**src/rtl/keys_debounce_sched_pkg.sv**
```systemverilog
// Shared types and helpers for the key debounce scheduler.
package keys_debounce_sched_pkg;

    localparam int unsigned NUM_KEYS_DEF = 89;

    typedef enum logic {
        S_WAIT = 1'b0,
        S_EVAL = 1'b1
    } state_t;

    // Ceiling log2, never below 1 so that every derived vector has at least one bit.
    function automatic int unsigned clog2_min1(input int unsigned v);
        int unsigned r;
        r = 1;
        for (int unsigned i = 1; i < 32; i++) begin
            if ((64'(1) << i) < 64'(v)) begin
                r = i + 1;
            end
        end
        return r;
    endfunction

    localparam int unsigned IDX_W_DEF = clog2_min1(NUM_KEYS_DEF);

endpackage

```
**src/rtl/keys_debounce_sched_sync2.sv**
```systemverilog
// Two-flop synchroniser bringing the raw key levels into the system clock domain.
module keys_sync2 #(
    parameter int unsigned W = 1
) (
    input  logic         clk,
    input  logic         rst,
    input  logic [W-1:0] d,
    output logic [W-1:0] q
);

    logic [W-1:0] meta;

    always_ff @(posedge clk or posedge rst) begin
        if (rst) begin
            meta <= '0;
            q    <= '0;
        end else begin
            meta <= d;
            q    <= meta;
        end
    end

endmodule

```
**src/rtl/keys_debounce_sched.sv**
```systemverilog
// Round-robin debounce scheduler: one shared evaluator walks a per-key counter bank and
// freezes a coherent snapshot of the debounced vector for the SPI readout on request.
module keys_debounce_sched
    import keys_debounce_sched_pkg::*;
#(
    parameter int unsigned NUM_KEYS       = NUM_KEYS_DEF,
    parameter int unsigned TICK_DIV       = 16,
    parameter int unsigned DEBOUNCE_TICKS = 8,
    parameter int unsigned CNT_W          = 4,
    localparam int unsigned IDX_W         = clog2_min1(NUM_KEYS)
) (
    input  logic                clk_g_i,
    input  logic                rst_g_i,
    input  logic                en_i,
    input  logic [NUM_KEYS-1:0] keys_i_g,
    input  logic                snap_req_i,
    output logic                snap_ack_o,
    output logic [NUM_KEYS-1:0] keys_snap_o,
    output logic [NUM_KEYS-1:0] keys_stable_o,
    output logic                changed_o,
    output logic [IDX_W-1:0]    scan_idx_o,
    output logic                scan_wrap_o
);

    localparam int unsigned PRESC_W = clog2_min1(TICK_DIV);
    localparam int unsigned FLAT_W  = clog2_min1(NUM_KEYS * CNT_W);

    localparam logic [PRESC_W-1:0] PRESC_TOP = PRESC_W'(TICK_DIV - 2);
    localparam logic [IDX_W-1:0]   LAST_IDX  = IDX_W'(NUM_KEYS - 1);
    localparam logic [CNT_W-1:0]   CNT_TOP   = CNT_W'(DEBOUNCE_TICKS - 1);

    state_t                      state_q;
    state_t                      state_d;
    logic [PRESC_W-1:0]          presc_q;
    logic [PRESC_W-1:0]          presc_d;
    logic [IDX_W-1:0]            idx_d;
    logic                        wrap_d;
    logic                        do_eval;
    logic                        flip;
    logic [NUM_KEYS-1:0]         keys_sync;
    logic [NUM_KEYS*CNT_W-1:0]   cnt_q;
    logic [FLAT_W-1:0]           cnt_base;
    logic [CNT_W-1:0]            cnt_cur;
    logic [CNT_W-1:0]            cnt_nxt;

    keys_sync2 #(
        .W (NUM_KEYS)
    ) u_sync (
        .clk (clk_g_i),
        .rst (rst_g_i),
        .d   (keys_i_g),
        .q   (keys_sync)
    );

    // State register and scan position.
    always_ff @(posedge clk_g_i or posedge rst_g_i) begin
        if (rst_g_i) begin
            state_q     <= S_WAIT;
            presc_q     <= '0;
            scan_idx_o  <= '0;
            scan_wrap_o <= 1'b0;
        end else begin
            state_q     <= state_d;
            presc_q     <= presc_d;
            scan_idx_o  <= idx_d;
            scan_wrap_o <= wrap_d;
        end
    end

    // Slot sequencing; a disabled cycle holds everything, so a pending S_EVAL is only deferred.
    always_comb begin
        state_d = state_q;
        presc_d = presc_q;
        idx_d   = scan_idx_o;
        do_eval = 1'b0;
        unique case (state_q)
            S_WAIT: begin
                if (en_i) begin
                    if (presc_q == PRESC_TOP) begin
                        state_d = S_EVAL;
                        presc_d = '0;
                    end else begin
                        presc_d = presc_q + 1'b1;
                    end
                end
            end
            S_EVAL: begin
                if (en_i) begin
                    do_eval = 1'b1;
                    state_d = S_WAIT;
                    idx_d   = (scan_idx_o == LAST_IDX) ? '0 : scan_idx_o + 1'b1;
                end
            end
            default: state_d = S_WAIT;
        endcase
        // Registered one cycle early so the pulse lines up with the S_EVAL cycle of the last key.
        wrap_d = (state_d == S_EVAL) && (idx_d == LAST_IDX);
    end

    // Shared evaluator: read-modify-write of the counter for the key under scan.
    always_comb begin
        cnt_base = FLAT_W'(scan_idx_o) * FLAT_W'(CNT_W);
        cnt_cur  = cnt_q[cnt_base +: CNT_W];
        cnt_nxt  = cnt_cur;
        flip     = 1'b0;
        if (do_eval) begin
            if (keys_sync[scan_idx_o] == keys_stable_o[scan_idx_o]) begin
                cnt_nxt = '0;
            end else if (cnt_cur == CNT_TOP) begin
                cnt_nxt = '0;
                flip    = 1'b1;
            end else begin
                cnt_nxt = cnt_cur + 1'b1;
            end
        end
    end

    always_ff @(posedge clk_g_i or posedge rst_g_i) begin
        if (rst_g_i) begin
            cnt_q         <= '0;
            keys_stable_o <= '0;
        end else if (do_eval) begin
            cnt_q[cnt_base +: CNT_W] <= cnt_nxt;
            if (flip) begin
                keys_stable_o[scan_idx_o] <= ~keys_stable_o[scan_idx_o];
            end
        end
    end

    // Snapshot handshake; a flip coinciding with the request wins over the clear of changed_o.
    always_ff @(posedge clk_g_i or posedge rst_g_i) begin
        if (rst_g_i) begin
            keys_snap_o <= '0;
            snap_ack_o  <= 1'b0;
            changed_o   <= 1'b0;
        end else begin
            snap_ack_o <= snap_req_i;
            if (snap_req_i) begin
                keys_snap_o <= keys_stable_o;
            end
            if (flip) begin
                changed_o <= 1'b1;
            end else if (snap_req_i) begin
                changed_o <= 1'b0;
            end
        end
    end

endmodule

```
**config.mk**
```make
export PLATFORM = sky130hd
export DESIGN_NAME = keys_debounce_sched
export DESIGN_NICKNAME = d
export VERILOG_FILES = /design/src/rtl/keys_debounce_sched_pkg.sv /design/src/rtl/keys_debounce_sched_sync2.sv /design/src/rtl/keys_debounce_sched.sv
export SDC_FILE = /design/constraint.sdc
export NUM_CORES = 2
export LEC_CHECK = 0
export ABC_CLOCK_PERIOD_IN_PS = 75800
export CAP_MARGIN = 30
export CORE_UTILIZATION = 60
export CTS_CLUSTER_DIAMETER = 80
export CTS_CLUSTER_SIZE = 40
export DETAILED_ROUTE_END_ITERATION = 10
export PLACE_DENSITY = 0.83
export RECOVER_POWER = 50
export SLEW_MARGIN = 40
export SYNTH_ARGS = -nofsm -noshare
export SYNTH_HDL_FRONTEND = slang
export SYNTH_SLANG_ARGS = --single-unit
```
**constraint.sdc**
```tcl
create_clock -name clk_g_i -period 75.8 [get_ports clk_g_i]
set_input_delay 22.74 -clock clk_g_i [delete_from_list [all_inputs] [get_ports clk_g_i]]
set_output_delay 22.74 -clock clk_g_i [all_outputs]
set_load 0.01 [all_outputs]
```
==> out/qor_table.md <==
| Metric | Value | Unit |
| --- | --- | --- |
| Post-CTS Resized | 0 | - |
| Power per Cell Area | 25.75 | nW/um^2 |
| Detailed Routing Iterations Pass 1 | 8 | - |
| Critical path startpoint category | input port | - |
| Crit path kind | input port to asynchronous set/reset pin | - |
| Count of warnings emitted by yosys | 0 | - |
| Gate count after technology mapping | 2735 | - |
| Count of buffers added by post-CTS timing repair for setup | 0 | - |
| CTS tree | yes | - |
| Cell Area, Synth | 31540 | sq um |
| Fill cell instance count of the final layout | 3595 | - |
| Setup repair after global routing missed its margin | false | - |
| Combinational family with the most area after synthesis | multiplexers | - |
| Mean routed wirelength per cell | 28.53 | um |
| Detail Route Antenna Nets | 0 | - |
| Max-slew violations | 516 | - |
| Synthesized Nets | 2834 | - |
| Number of placement rows | 83 | - |
| Pin count of the biggest net entering global routing | 139 | - |
| Non-filler cells in the finished layout | 3624 | - |
| Maximum capacitance violations | 6 | - |
| Final period utilization | 41.54 | % |
| Initial DRC count | 3396 | - |
| Via density per instance | 6.788 | - |
| Fin. Hold Viols | 0 | - |
| Die Y-Extent | 231.3 | um |
| Top Ports | 281 | - |
| Number of clock sinks | 727 | - |
| Post-synth EDFFs | 0 | - |
| NumNets Final | 3022 | - |
| Xor-xnor portion of the synthesized cell area | 0.1389 | % |
| Clock tree skew after final layout | 0.04268 | ns |
| Clk pin slew, worst setup/hold paths | 0.13 | ns |
| Worst-skew pair later-pin latency | 0.66 | ns |
| Mapped Avg Cell Area | 11.53 | sq um |
| Flip-flop and latch count after synthesis | 727 | - |
| IO Port Bufs | 280 | - |
| Number of buffers created by CTS | 30 | - |
| Total vias in the final route | 24601 | - |
| Remaining max-slew budget at the tightest pin | -290.2 | % |
| Antenna violations before repair | 2 | - |
| Class of the tightest hold or removal check | flip-flop to flip-flop | - |
| Maximum achievable frequency | 31.76 | MHz |
| Initial core utilization | 61.10 | % |
| Library cell used as clock root buffer | sky130_fd_sc_hd__clkbuf_16 | - |
| X dimension of the die | 231.3 | um |
| Number of global-route vias before repair | 24813 | - |
| Post-synthesis share of cell area spent on and, or, nand and nor gates | 12.26 | % |
| Setup Total Neg Slack | 0 | ns |
| Worst-case clock buffer depth | 3 | - |
| Area of all sequential standard cells | 18200 | sq um |
| Total global-route track usage | 39.13 | % |
| Distinct cell type count of the synthesized netlist | 81 | - |
| Worst voltage drop across the vdd grid | 0.03694 | mV |
| Arrival time at the worst endpoint | 32.19 | ns |
| Final setup violating endpoints | 0 | - |
| Synthesized-area fraction occupied by adder cells | 0.2380 | % |
| WL final | 103400 | um |
| Critical path data required time | 76.50 | ns |
| Top_reg_cell synth | sky130_fd_sc_hd__dfrtp_1 | - |
| Global route total overflow | 0 | - |
| Setup ws final | 44.31 | ns |
| End-of-flow core utilization | 69.56 | % |
| Maximum fanout count along the critical path | 138 | - |
| Sum of net half-perimeters after detailed placement | 69290 | um |
| Number of buffers added to fix hold violations after cts | 0 | - |
| Weighted congestion reported at the end of routability-driven placement | 1.030 | - |
| # placed instances | 3570 | - |
| Leakage power | 15.89 | nW |
| Overall Power | 0.9246 | mW |
| Pre-CTS WS | 48.90 | ns |
| Period minus WS final | 31.49 | ns |
| Synth-to-Final Area Change | 13.85 | % |
| Slew @ Worst Pin | 5.821 | ns |
| Fraction of the yosys area taken by sequential cells | 57.69 | % |
| Fraction of final layout cells with drive strength greater than 1 | 12.78 | % |
| Outcome | finished with violations | - |
| Critical Path End Type | asynchronous set/reset pin | - |
| Violations in the final reports | max-capacitance violations, max-slew violations | - |
| Global-route wire length before repair | 155600 | um |
| Area of the core region | 51610 | sq um |
| Proportion of synthesized flip-flops having asynchronous set or reset | 100.0 | % |
| CTS H-tree depth | 1 | - |
| Footprint of the multi-input gates | 12460 | sq um |
| Remaining DRCs | 0 | - |
| Area of the die | 53480 | sq um |
| Post-synthesis compound-gate area fraction | 11.93 | % |
| Fraction of synthesized area in multiplexers | 14.66 | % |
## worst paths after layout
kind	from	depth (start not counted)	slack, ns	end
min in group asynchronous	rst_g_i	2	24.40	u_sync.meta[16]
worst max register to register	scan_idx_o[0]	14	69.50	cnt_q[85]
worst min-delay path	u_sync.meta[15]	0	0.36	u_sync.q[15]
max in group clk_g_i	en_i	7	49.22	cnt_q[152]
worst max-delay path	rst_g_i	6	44.31	keys_stable_o[41]
worst min register to register	u_sync.meta[15]	0	0.36	u_sync.q[15]
## cell type report
type | count | area share (%)
Antenna cell | 2 | 0.01394
Clock buffer | 31 | 2.161
Clock inverter | 20 | 0.8921
Inverter | 27 | 0.2858
Multi-Input combinational cell | 1808 | 34.70
Sequential cell | 727 | 50.70
Tap cell | 680 | 2.370
Timing Repair Buffer | 329 | 8.876
## worst max-delay path, stage by stage
cell and delay, ns:
sky130_fd_sc_hd__dlygate4sd3_1 0.57, sky130_fd_sc_hd__clkinvlp_2 3.25, sky130_fd_sc_hd__clkbuf_1 3.43, sky130_fd_sc_hd__buf_6 0.73, sky130_fd_sc_hd__buf_6 0.62, sky130_fd_sc_hd__buf_4 0.70
## cell usage after synthesis, types with 24 or more instances
| cell type | number | area (sq um) |
|---|---|---|
| sky130_fd_sc_hd__a21oi_1 | 80 | 400.4 |
| sky130_fd_sc_hd__a221oi_1 | 43 | 376.6 |
| sky130_fd_sc_hd__buf_2 | 35 | 175.2 |
| sky130_fd_sc_hd__clkbuf_1 | 105 | 394.1 |
| sky130_fd_sc_hd__dfrtp_1 | 727 | 18190 |
| sky130_fd_sc_hd__inv_1 | 24 | 90.09 |
| sky130_fd_sc_hd__mux2_1 | 35 | 394.1 |
| sky130_fd_sc_hd__mux2_2 | 173 | 1948 |
| sky130_fd_sc_hd__mux2i_1 | 91 | 910.9 |
| sky130_fd_sc_hd__mux4_2 | 54 | 1216 |
| sky130_fd_sc_hd__nand2_1 | 476 | 1787 |
| sky130_fd_sc_hd__nand2b_1 | 25 | 156.4 |
| sky130_fd_sc_hd__nand3_1 | 93 | 465.5 |
| sky130_fd_sc_hd__nor2_1 | 148 | 555.5 |
| sky130_fd_sc_hd__nor4_1 | 41 | 256.5 |
| sky130_fd_sc_hd__o21ai_0 | 160 | 800.8 |
| sky130_fd_sc_hd__o31ai_1 | 147 | 1104 |
## layout by cell type, fill, tap and decap left out, drive strengths merged, types with 10 or more instances in the layout
cell type	Yosys	routed
dfrtp	727	727
nand2	476	476
dlygate4sd3	0	224
mux2	213	213
o21ai	162	162
nor2	148	148
o31ai	147	147
nand3	97	97
mux2i	91	91
a21oi	80	80
mux4	57	57
clkdlybuf4s50	0	55
a221oi	43	43
buf	68	43
nor4	41	41
clkbuf	105	38
inv	25	36
nand2b	25	25
nor3	19	19
a22oi	18	18
o22ai	12	12
a31oi	11	11
nor2b	11	11
and2	11	11
a32oi	10	10
## registers in the layout, indices dropped and copies added (netlist names)
| register | cells |
|---|---|
| cnt_q | 356 |
| state_q | 1 |
| scan_wrap_o | 1 |
| changed_o | 1 |
| presc_q | 4 |
| u_sync.meta | 89 |
| scan_idx_o | 7 |
| snap_ack_o | 1 |
| keys_stable_o | 89 |
| keys_snap_o | 89 |
| u_sync.q | 89 |
## routing by layer
metal	part of all wire [%]	wire (um)	GRT usage, %	vias to the layer above
li1	-	-	-	10250
met3	12	12470	10.88	422
met2	46	47590	60.00	1727
met4	6.2	6455	21.05	0
met1	36	36870	50.85	12202
met5	0	0	0	-
## cells by family after synthesis
kind of cell             count (synthesis)
buffers and inverters                  200
XOR/XNOR                                 5
adder cells (fa/ha/maj)                  6
multiplexers                           361
AND/OR/NAND/NOR                        876
flip-flops                             727
AO/OA/AOI/OAI                          560
## through the flow
stage	hold slack, ns	instance area, sq um
detailed placement	0.3347	34810
floorplan	0.3312	31540
global route	0.3679	35900
global placement	0.3319	34740
finish	0.3626	35900
CTS	0.3636	35910
## where the power goes
| group | total (mW) | switching (mW) | internal (mW) |
|---|---|---|---|
| Sequential | 0.414 | 0.0184 | 0.396 |
| Clock | 0.223 | 0.137 | 0.0864 |
| Combinational | 0.287 | 0.211 | 0.0765 |
Note: power is estimated with default switching activity, not from simulation.
